`config.mk`:
```
export PLATFORM = sky130hd
export DESIGN_NAME = keccak_absorb_buffer
export DESIGN_NICKNAME = d
export VERILOG_FILES = /design/src/rtl/keccak_pkg.sv /design/src/rtl/keep_mask_popcount.sv /design/src/rtl/keccak_absorb_buffer.sv
export SDC_FILE = /design/constraint.sdc
export NUM_CORES = 2
export LEC_CHECK = 0
export ABC_AREA = 0
export ABC_CLOCK_PERIOD_IN_PS = 3200
export BUFFER_PORTS_ARGS = -buffer_cell sky130_fd_sc_hd__buf_2
export CAP_MARGIN = 20
export CORE_AREA = 2 2 663 665
export CTS_CLUSTER_SIZE = 28
export DETAILED_ROUTE_END_ITERATION = 10
export DIE_AREA = 0 0 665 667
export PLACE_DENSITY = 0.35
export SYNTH_ARGS = -nofsm -noshare
export SYNTH_HDL_FRONTEND = slang
export SYNTH_HIERARCHICAL = 1
export SYNTH_SLANG_ARGS = --single-unit
```
`constraint.sdc`:
```
create_clock -name clk -period 3.2 [get_ports clk]
set_input_delay 0.16 -clock clk [delete_from_list [all_inputs] [get_ports clk]]
set_output_delay 0.16 -clock clk [all_outputs]
set_load 0.02 [all_outputs]
```
`src/rtl/keccak_pkg.sv`:
```
// Shared Keccak engine types and sizes: state-array geometry, rate/byte-count
// widths and the absorb-buffer FSM encoding.
package keccak_pkg;

  localparam int ROW_SIZE          = 5;
  localparam int COL_SIZE          = 5;
  localparam int LANE_SIZE         = 64;
  localparam int RATE_WIDTH        = 11;
  localparam int BYTE_ABSORB_WIDTH = 8;
  localparam int LANE_BYTES        = 8;
  localparam int MAX_RATE_LANES    = 21;

  typedef enum logic [1:0] {
    ABS_IDLE  = 2'd0,
    ABS_FILL  = 2'd1,
    ABS_HOLD  = 2'd2,
    ABS_FLUSH = 2'd3
  } absorb_state_e;

  typedef logic [ROW_SIZE-1:0][COL_SIZE-1:0][LANE_SIZE-1:0] block_t;

endpackage

```
`src/rtl/keep_mask_popcount.sv`:
```
// Expands per-byte keep enables into a 64-bit data mask and counts the kept bytes.
module keep_mask_popcount
  import keccak_pkg::*;
(
  input  logic [LANE_BYTES-1:0] keep_i,
  output logic [LANE_SIZE-1:0]  mask_o,
  output logic [3:0]            count_o
);

  // Byte-wise mask expansion and population count.
  always_comb begin
    mask_o  = '0;
    count_o = 4'd0;
    for (int b = 0; b < LANE_BYTES; b++) begin
      mask_o[b*8 +: 8] = {8{keep_i[b]}};
      count_o          = count_o + {3'd0, keep_i[b]};
    end
  end

endmodule

```
`src/rtl/keccak_absorb_buffer.sv`:
```
// Packs a 64-bit message stream lane by lane into a rate-sized block, hands
// finished blocks downstream and appends a padding-only block on exact-rate ends.
module keccak_absorb_buffer
  import keccak_pkg::*;
#(
  parameter int MAX_LANES = MAX_RATE_LANES
) (
  input  logic                         clk,
  input  logic                         rst_n,
  input  logic                         start_i,
  input  logic [RATE_WIDTH-1:0]        rate_i,
  input  logic [63:0]                  msg_data_i,
  input  logic [7:0]                   msg_keep_i,
  input  logic                         msg_valid_i,
  input  logic                         msg_last_i,
  output logic                         msg_ready_o,
  output block_t                       blk_data_o,
  output logic [BYTE_ABSORB_WIDTH-1:0] blk_bytes_o,
  output logic                         blk_last_o,
  output logic                         blk_valid_o,
  input  logic                         blk_ready_i,
  output logic                         busy_o
);

  localparam int LCW = $clog2(MAX_LANES);

  absorb_state_e                  state_q, state_d;
  block_t                         buf_q, buf_d;
  logic [LCW-1:0]                 lane_cnt_q, lane_cnt_d;
  logic [LCW-1:0]                 nlanes_q, nlanes_d;
  logic [RATE_WIDTH-1:0]          rate_q, rate_d;
  logic [BYTE_ABSORB_WIDTH-1:0]   bytes_q, bytes_d;
  logic                           last_q, last_d;
  logic                           pend_q, pend_d;

  logic [LANE_SIZE-1:0] keep_mask_s;
  logic [3:0]           keep_cnt_s;
  logic                 accept_s;
  logic                 lane_end_s;
  logic                 full_tail_s;

  keep_mask_popcount u_keep (
    .keep_i  (msg_keep_i),
    .mask_o  (keep_mask_s),
    .count_o (keep_cnt_s)
  );

  assign accept_s    = (state_q == ABS_FILL) && msg_valid_i;
  assign lane_end_s  = (lane_cnt_q == (nlanes_q - LCW'(1)));
  // A final word that exactly fills the rate leaves no room for padding.
  assign full_tail_s = lane_end_s && msg_last_i && (msg_keep_i == 8'hFF);

  // State and datapath registers.
  always_ff @(posedge clk or negedge rst_n) begin
    if (!rst_n) begin
      state_q    <= ABS_IDLE;
      buf_q      <= '0;
      lane_cnt_q <= '0;
      nlanes_q   <= '0;
      rate_q     <= '0;
      bytes_q    <= '0;
      last_q     <= 1'b0;
      pend_q     <= 1'b0;
    end else begin
      state_q    <= state_d;
      buf_q      <= buf_d;
      lane_cnt_q <= lane_cnt_d;
      nlanes_q   <= nlanes_d;
      rate_q     <= rate_d;
      bytes_q    <= bytes_d;
      last_q     <= last_d;
      pend_q     <= pend_d;
    end
  end

  // Next-state logic.
  always_comb begin
    state_d = state_q;
    case (state_q)
      ABS_IDLE: begin
        if (start_i) state_d = ABS_FILL;
        else         state_d = ABS_IDLE;
      end
      ABS_FILL: begin
        if (accept_s && (msg_last_i || lane_end_s)) state_d = ABS_HOLD;
        else                                        state_d = ABS_FILL;
      end
      ABS_HOLD: begin
        if (!blk_ready_i) state_d = ABS_HOLD;
        else if (last_q)  state_d = ABS_IDLE;
        else if (pend_q)  state_d = ABS_FLUSH;
        else              state_d = ABS_FILL;
      end
      ABS_FLUSH: begin
        if (blk_ready_i) state_d = ABS_IDLE;
        else             state_d = ABS_FLUSH;
      end
      default: state_d = ABS_IDLE;
    endcase
  end

  // Handshake outputs decoded from the registered state.
  always_comb begin
    msg_ready_o = 1'b0;
    blk_valid_o = 1'b0;
    busy_o      = 1'b1;
    case (state_q)
      ABS_IDLE:  busy_o      = 1'b0;
      ABS_FILL:  msg_ready_o = 1'b1;
      ABS_HOLD:  blk_valid_o = 1'b1;
      ABS_FLUSH: blk_valid_o = 1'b1;
      default:   busy_o      = 1'b0;
    endcase
  end

  // Lane writer, byte counter and block flags.
  always_comb begin
    buf_d      = buf_q;
    lane_cnt_d = lane_cnt_q;
    nlanes_d   = nlanes_q;
    rate_d     = rate_q;
    bytes_d    = bytes_q;
    last_d     = last_q;
    pend_d     = pend_q;
    case (state_q)
      ABS_IDLE: begin
        if (start_i) begin
          rate_d     = rate_i;
          nlanes_d   = LCW'(rate_i >> 6);
          lane_cnt_d = '0;
          buf_d      = '0;
          bytes_d    = '0;
          last_d     = 1'b0;
          pend_d     = 1'b0;
        end else begin
          lane_cnt_d = lane_cnt_q;
        end
      end
      ABS_FILL: begin
        if (accept_s) begin
          for (int c = 0; c < COL_SIZE; c++) begin
            for (int r = 0; r < ROW_SIZE; r++) begin
              if ((r + ROW_SIZE * c) == int'(lane_cnt_q)) begin
                buf_d[r][c] = msg_data_i & keep_mask_s;
              end else begin
                buf_d[r][c] = buf_q[r][c];
              end
            end
          end
          bytes_d    = bytes_q + BYTE_ABSORB_WIDTH'(keep_cnt_s);
          lane_cnt_d = lane_cnt_q + LCW'(1);
          last_d     = msg_last_i && !full_tail_s;
          pend_d     = full_tail_s;
        end else begin
          lane_cnt_d = lane_cnt_q;
        end
      end
      ABS_HOLD: begin
        if (blk_ready_i) begin
          buf_d      = '0;
          bytes_d    = '0;
          lane_cnt_d = '0;
          // The padding-only block that follows is the final one.
          last_d     = pend_q && !last_q;
          pend_d     = 1'b0;
        end else begin
          lane_cnt_d = lane_cnt_q;
        end
      end
      ABS_FLUSH: begin
        if (blk_ready_i) last_d = 1'b0;
        else             last_d = last_q;
      end
      default: begin
        lane_cnt_d = '0;
      end
    endcase
  end

  assign blk_data_o  = buf_q;
  assign blk_bytes_o = bytes_q;
  assign blk_last_o  = last_q;

endmodule

```
==> results.md <==
- The routed layout has 41000 vias.
- The post-route worst setup slack is -0.140 ns.
- The most used flip-flop cell after synthesis is sky130_fd_sc_hd__dfrtp_1.
- The initial antenna violation count came to 61.
- The wire length on met2 is 168000 µm.
- Yosys printed 6 warnings.
- Compared with the post-synthesis result, the final layout area differs by 39.2%.
- IR analysis of the VDD net gives a maximum drop of just over 0.0008 V.
- The count of buffers added on input and output ports is about 1700.
- The number of DRC violations after detailed routing is 0.
- Clock latency on the worst-skew pair, taken at its later pin, is 0.89 ns.
- The number of detailed-route iterations in the first pass is 5.
- The clock passes through at most 4 buffers.
- The class of the most critical hold timing path is in -> reg.
- The checks that failed: negative setup slack.
- Dividing the detail-routed wire length by the instance count gives between 20 and 30 µm.
- The finished cells cover ~0.087 mm².
- The area of the die is 0.444 mm².
- The filler cells instantiated in the layout total approximately 47000.
- In this run the horizontal extent of the chip is ~670 µm.
- The number of instances in the synthesized netlist is 3932.
- The share of flip-flops with an asynchronous set or reset is 100%.
- Summing the sequential cell areas from Yosys gives ~65% of the chip area.
- Summed over all layers, the global routing overflow is 0.
- The detailed router finished its first iteration with 1898 violations.
- Entering global routing, the biggest net connects 92 pins.
- The number of H-tree levels is 4.
- The via count of the first global-routing pass was 43300.
- The die boundary height is 667 µm.
- The final hold violation count is 0.
- The worst setup path is launched from an input pin.
- The final count of pins violating max slew is 0.
- In the finished design, the share of the clock period the worst path needs comes to 104%.
- The number of nets handed over by synthesis was 4044.
- The maximum fanout count along the critical path is 4.
- For the finished layout, the period the worst path requires is 3.34 ns.
- For this configuration, the core starts out at a cell density of 14.4%.
- The run finished, with violations left.
- Power spread over the standard cell area amounts to 1150 mW/mm².
- After clock tree synthesis, the clock-pin slew on the worst setup and hold paths is 0.06 ns.
- The critical path class is in -> reg.
- Max-cap violations in this run came to 0.
- The required time of the critical path is 3.97 ns.
- The worst setup path startpoint is msg_keep_i[0].
- The remaining number of nets flagged by the antenna check after routing is 0.
- The tree built by TritonCTS fans out to 1622 sinks.
- The first-pass GRT wire length is 425000 µm.
- The detailed-routing wirelength on met1 is 125000 µm.
- The startpoint of the worst-slack reg-to-reg timing path is state_q[0].
- The top metal layer carrying routed signals is met5.
- The last weighted congestion value of the routability-driven placer is between 0.7 and 0.8.
- Counting flops and latches in the post-synthesis netlist gives 1622.
- The met3 layer wire length in the routed design is around 23000 µm.
- For the pin with the worst max-slew slack, the measured transition is roughly 1.0 ns.
- The clock tree root driver cell is sky130_fd_sc_hd__clkbuf_16.
- The aggregate global-route resource usage is 14.1%.
- For the final database, setup skew stands at 0.0613 ns.
- The number of ports placed on the die boundary is between 1500 and 2000.
- The relative slew slack is 33.3%.
- In the routed layout, each cell is associated on average with a via count of 3.51.
- In this run the core area contains 243 standard-cell rows.
- STA classifies the critical path endpoint as a flop.
- The number of unique standard cell types used by synthesis is 54.
- The instance area after placement is 0.0798 mm².
- Setup repair after global routing could not meet its margin everywhere.
- The synthesized design contains 0 enable-type register cells.
- The net total in the final layout is 5845.
- The CTS tree is yes.
- For this design the static power due to leakage is about 0.046 µW.
- After floorplanning, the core was sized to cover 0.437 mm².
- Cells with a size suffix above 1 make up 65.3% of the layout.
- The data arrival time of the critical path is between 4 and 5 ns.
- In this run the most critical hold path is launched from msg_data_i[0].
- The synthesized cell area is roughly 0.063 mm².
- Timing would allow up to 299 MHz.
- The number of clock buffers added by TritonCTS is 202.
- The total wire length after detailed routing is 326000 µm.
- The total setup violations reported at the end of the flow is 4.
- The detailed placement HPWL is 236000 µm.
- The per-instance average area after synthesis is between 15 and 20 µm².
- The tightest hold path in the finished design has a slack of 0.0942 ns.
==> through the flow <==
stage               std cells  TNS [ns]  power, µW  utilization [%]  setup slack, ns
floorplan                3932     -1.27      54400                -           -0.400
global placement        11200     -7.20      78100             18.3            -1.23
detailed placement      11200     -6.56      78500             18.3            -1.13
CTS                     11600         0     103000             20.0          0.00701
global route            11700    -0.357     105000             20.0           -0.141
finish                  11700    -0.319     100000             20.0           -0.140
==> routing by layer <==
| metal | track usage, % | vias up |
|---|---|---|
| met1 | 16.0 | 22000 |
| met3 | 4.00 | 352 |
| met4 | 3.65 | 4 |
| met5 | 0 | - |
| li1 | - | 17300 |
| met2 | 25.7 | 1400 |
==> what timing repair did <==
action / CTS / global route
gates resized for setup: 6 / 19
pin swaps: 5 / 10
hold endpoints to repair: 1601 / 0
gates cloned: 0 / 1
endpoints found under the setup margin: 3 / 29
hold buffers: 68 / 0
buffers inserted: 0 / 5
==> cells in the mapped netlist, types with 10 or more instances <==
cell | instances | area share, %
sky130_fd_sc_hd__nand2b_1 | 10 | 0.10
sky130_fd_sc_hd__buf_2 | 136 | 1.1
sky130_fd_sc_hd__inv_1 | 25 | 0.15
sky130_fd_sc_hd__nand3_1 | 10 | 0.080
sky130_fd_sc_hd__and3_1 | 65 | 0.65
sky130_fd_sc_hd__buf_4 | 64 | 0.76
sky130_fd_sc_hd__mux2_1 | 112 | 2.0
sky130_fd_sc_hd__buf_1 | 27 | 0.16
sky130_fd_sc_hd__ha_1 | 18 | 0.36
sky130_fd_sc_hd__mux2_4 | 60 | 1.4
sky130_fd_sc_hd__o21ai_0 | 31 | 0.25
sky130_fd_sc_hd__nand2_1 | 40 | 0.24
sky130_fd_sc_hd__clkbuf_1 | 193 | 1.2
sky130_fd_sc_hd__mux2_2 | 1433 | 26
sky130_fd_sc_hd__dfrtp_1 | 1622 | 65
==> power by group <==
group          switching, µW  total, µW  internal (µW)
Clock                   9740      23600          13900
Combinational          30600      48200          17600
Sequential              2610      28500          25900
Total                  42900     100000          57400
==> cells in the final DEF, fill, tap and decap left out, types with 3 or more instances in the layout <==
master	count
sky130_fd_sc_hd__clkinvlp_4	5
sky130_fd_sc_hd__nand2_1	22
sky130_fd_sc_hd__fa_2	3
sky130_fd_sc_hd__o21ai_0	29
sky130_fd_sc_hd__xor2_1	3
sky130_fd_sc_hd__clkinv_4	3
sky130_fd_sc_hd__clkbuf_1	53
sky130_fd_sc_hd__xnor2_1	4
sky130_fd_sc_hd__buf_4	166
sky130_fd_sc_hd__mux2_1	112
sky130_fd_sc_hd__nand2_4	20
sky130_fd_sc_hd__diode_2	40
sky130_fd_sc_hd__inv_16	5
sky130_fd_sc_hd__and3_2	39
sky130_fd_sc_hd__nand2b_1	10
sky130_fd_sc_hd__dlygate4sd3_1	67
sky130_fd_sc_hd__nor2b_1	4
sky130_fd_sc_hd__inv_6	4
sky130_fd_sc_hd__dfrtp_1	1622
sky130_fd_sc_hd__clkbuf_16	203
sky130_fd_sc_hd__bufinv_16	16
sky130_fd_sc_hd__mux2_2	1433
sky130_fd_sc_hd__a21o_4	3
sky130_fd_sc_hd__mux2_4	60
sky130_fd_sc_hd__nand3_1	10
sky130_fd_sc_hd__inv_1	22
sky130_fd_sc_hd__buf_2	1691
sky130_fd_sc_hd__clkinv_16	3
sky130_fd_sc_hd__a21oi_1	4
sky130_fd_sc_hd__nor3_1	4
sky130_fd_sc_hd__ha_1	14
sky130_fd_sc_hd__clkinv_2	25
sky130_fd_sc_hd__clkbuf_8	39
sky130_fd_sc_hd__and3_1	26
sky130_fd_sc_hd__nor2_1	4
sky130_fd_sc_hd__nand3b_1	4
sky130_fd_sc_hd__buf_12	97
==> registers in the layout, indices dropped and copies added, names as in the netlist <==
signal,flops
blk_data_o,1600
nlanes_q,5
blk_bytes_o,8
lane_cnt_q,5
blk_last_o,1
pend_q,1
state_q,2
==> critical path, stage by stage <==
cell	delay, ns
sky130_fd_sc_hd__buf_8	0.10
sky130_fd_sc_hd__fa_2	0.65
sky130_fd_sc_hd__buf_12	0.17
sky130_fd_sc_hd__clkinv_8	0.06
sky130_fd_sc_hd__fa_1	0.56
sky130_fd_sc_hd__fa_1	0.43
sky130_fd_sc_hd__inv_1	0.07
sky130_fd_sc_hd__ha_2	0.18
sky130_fd_sc_hd__inv_2	0.04
sky130_fd_sc_hd__fa_2	0.53
sky130_fd_sc_hd__inv_2	0.06
sky130_fd_sc_hd__ha_4	0.22
sky130_fd_sc_hd__a211oi_4	0.23
sky130_fd_sc_hd__o21bai_2	0.13
sky130_fd_sc_hd__and4_1	0.20
sky130_fd_sc_hd__a221o_1	0.29
==> final cells by class <==
type	instances	area (µm²)	area share, %
diodes	40	100	0.114
repair buffers	2024	12400	14.2
flip-flops and latches	1622	40600	46.4
well taps	5757	7200	8.24
multi-input cells	1858	20300	23.3
inverters	25	106	0.122
clock inverters	61	895	1.02
clock buffers	295	5820	6.65
==> path summary, 6_finish.rpt <==
check	cells after the start	slack [ns]	endpoint
max reg2reg	7	0.23	blk_data_o[833]
max	16	-0.14	blk_bytes_o[7]
max in group asynchronous	4	2.19	blk_data_o[602]
min	4	0.09	blk_data_o[0]
min in group asynchronous	3	0.19	blk_data_o[723]
min reg2reg	1	0.48	blk_data_o[1583]
==> cell families after synthesis <==
group                    after synthesis  synth area share (%)
AO/OA/AOI/OAI                         61                 0.608
XOR/XNOR                               8                 0.112
adder cells (fa/ha/maj)               23                 0.518
buffers and inverters                453                  3.54
flip-flops                          1622                  64.6
multiplexers                        1606                  29.2
AND/OR/NAND/NOR                      159                  1.45
(Power assumes the default switching activity.)
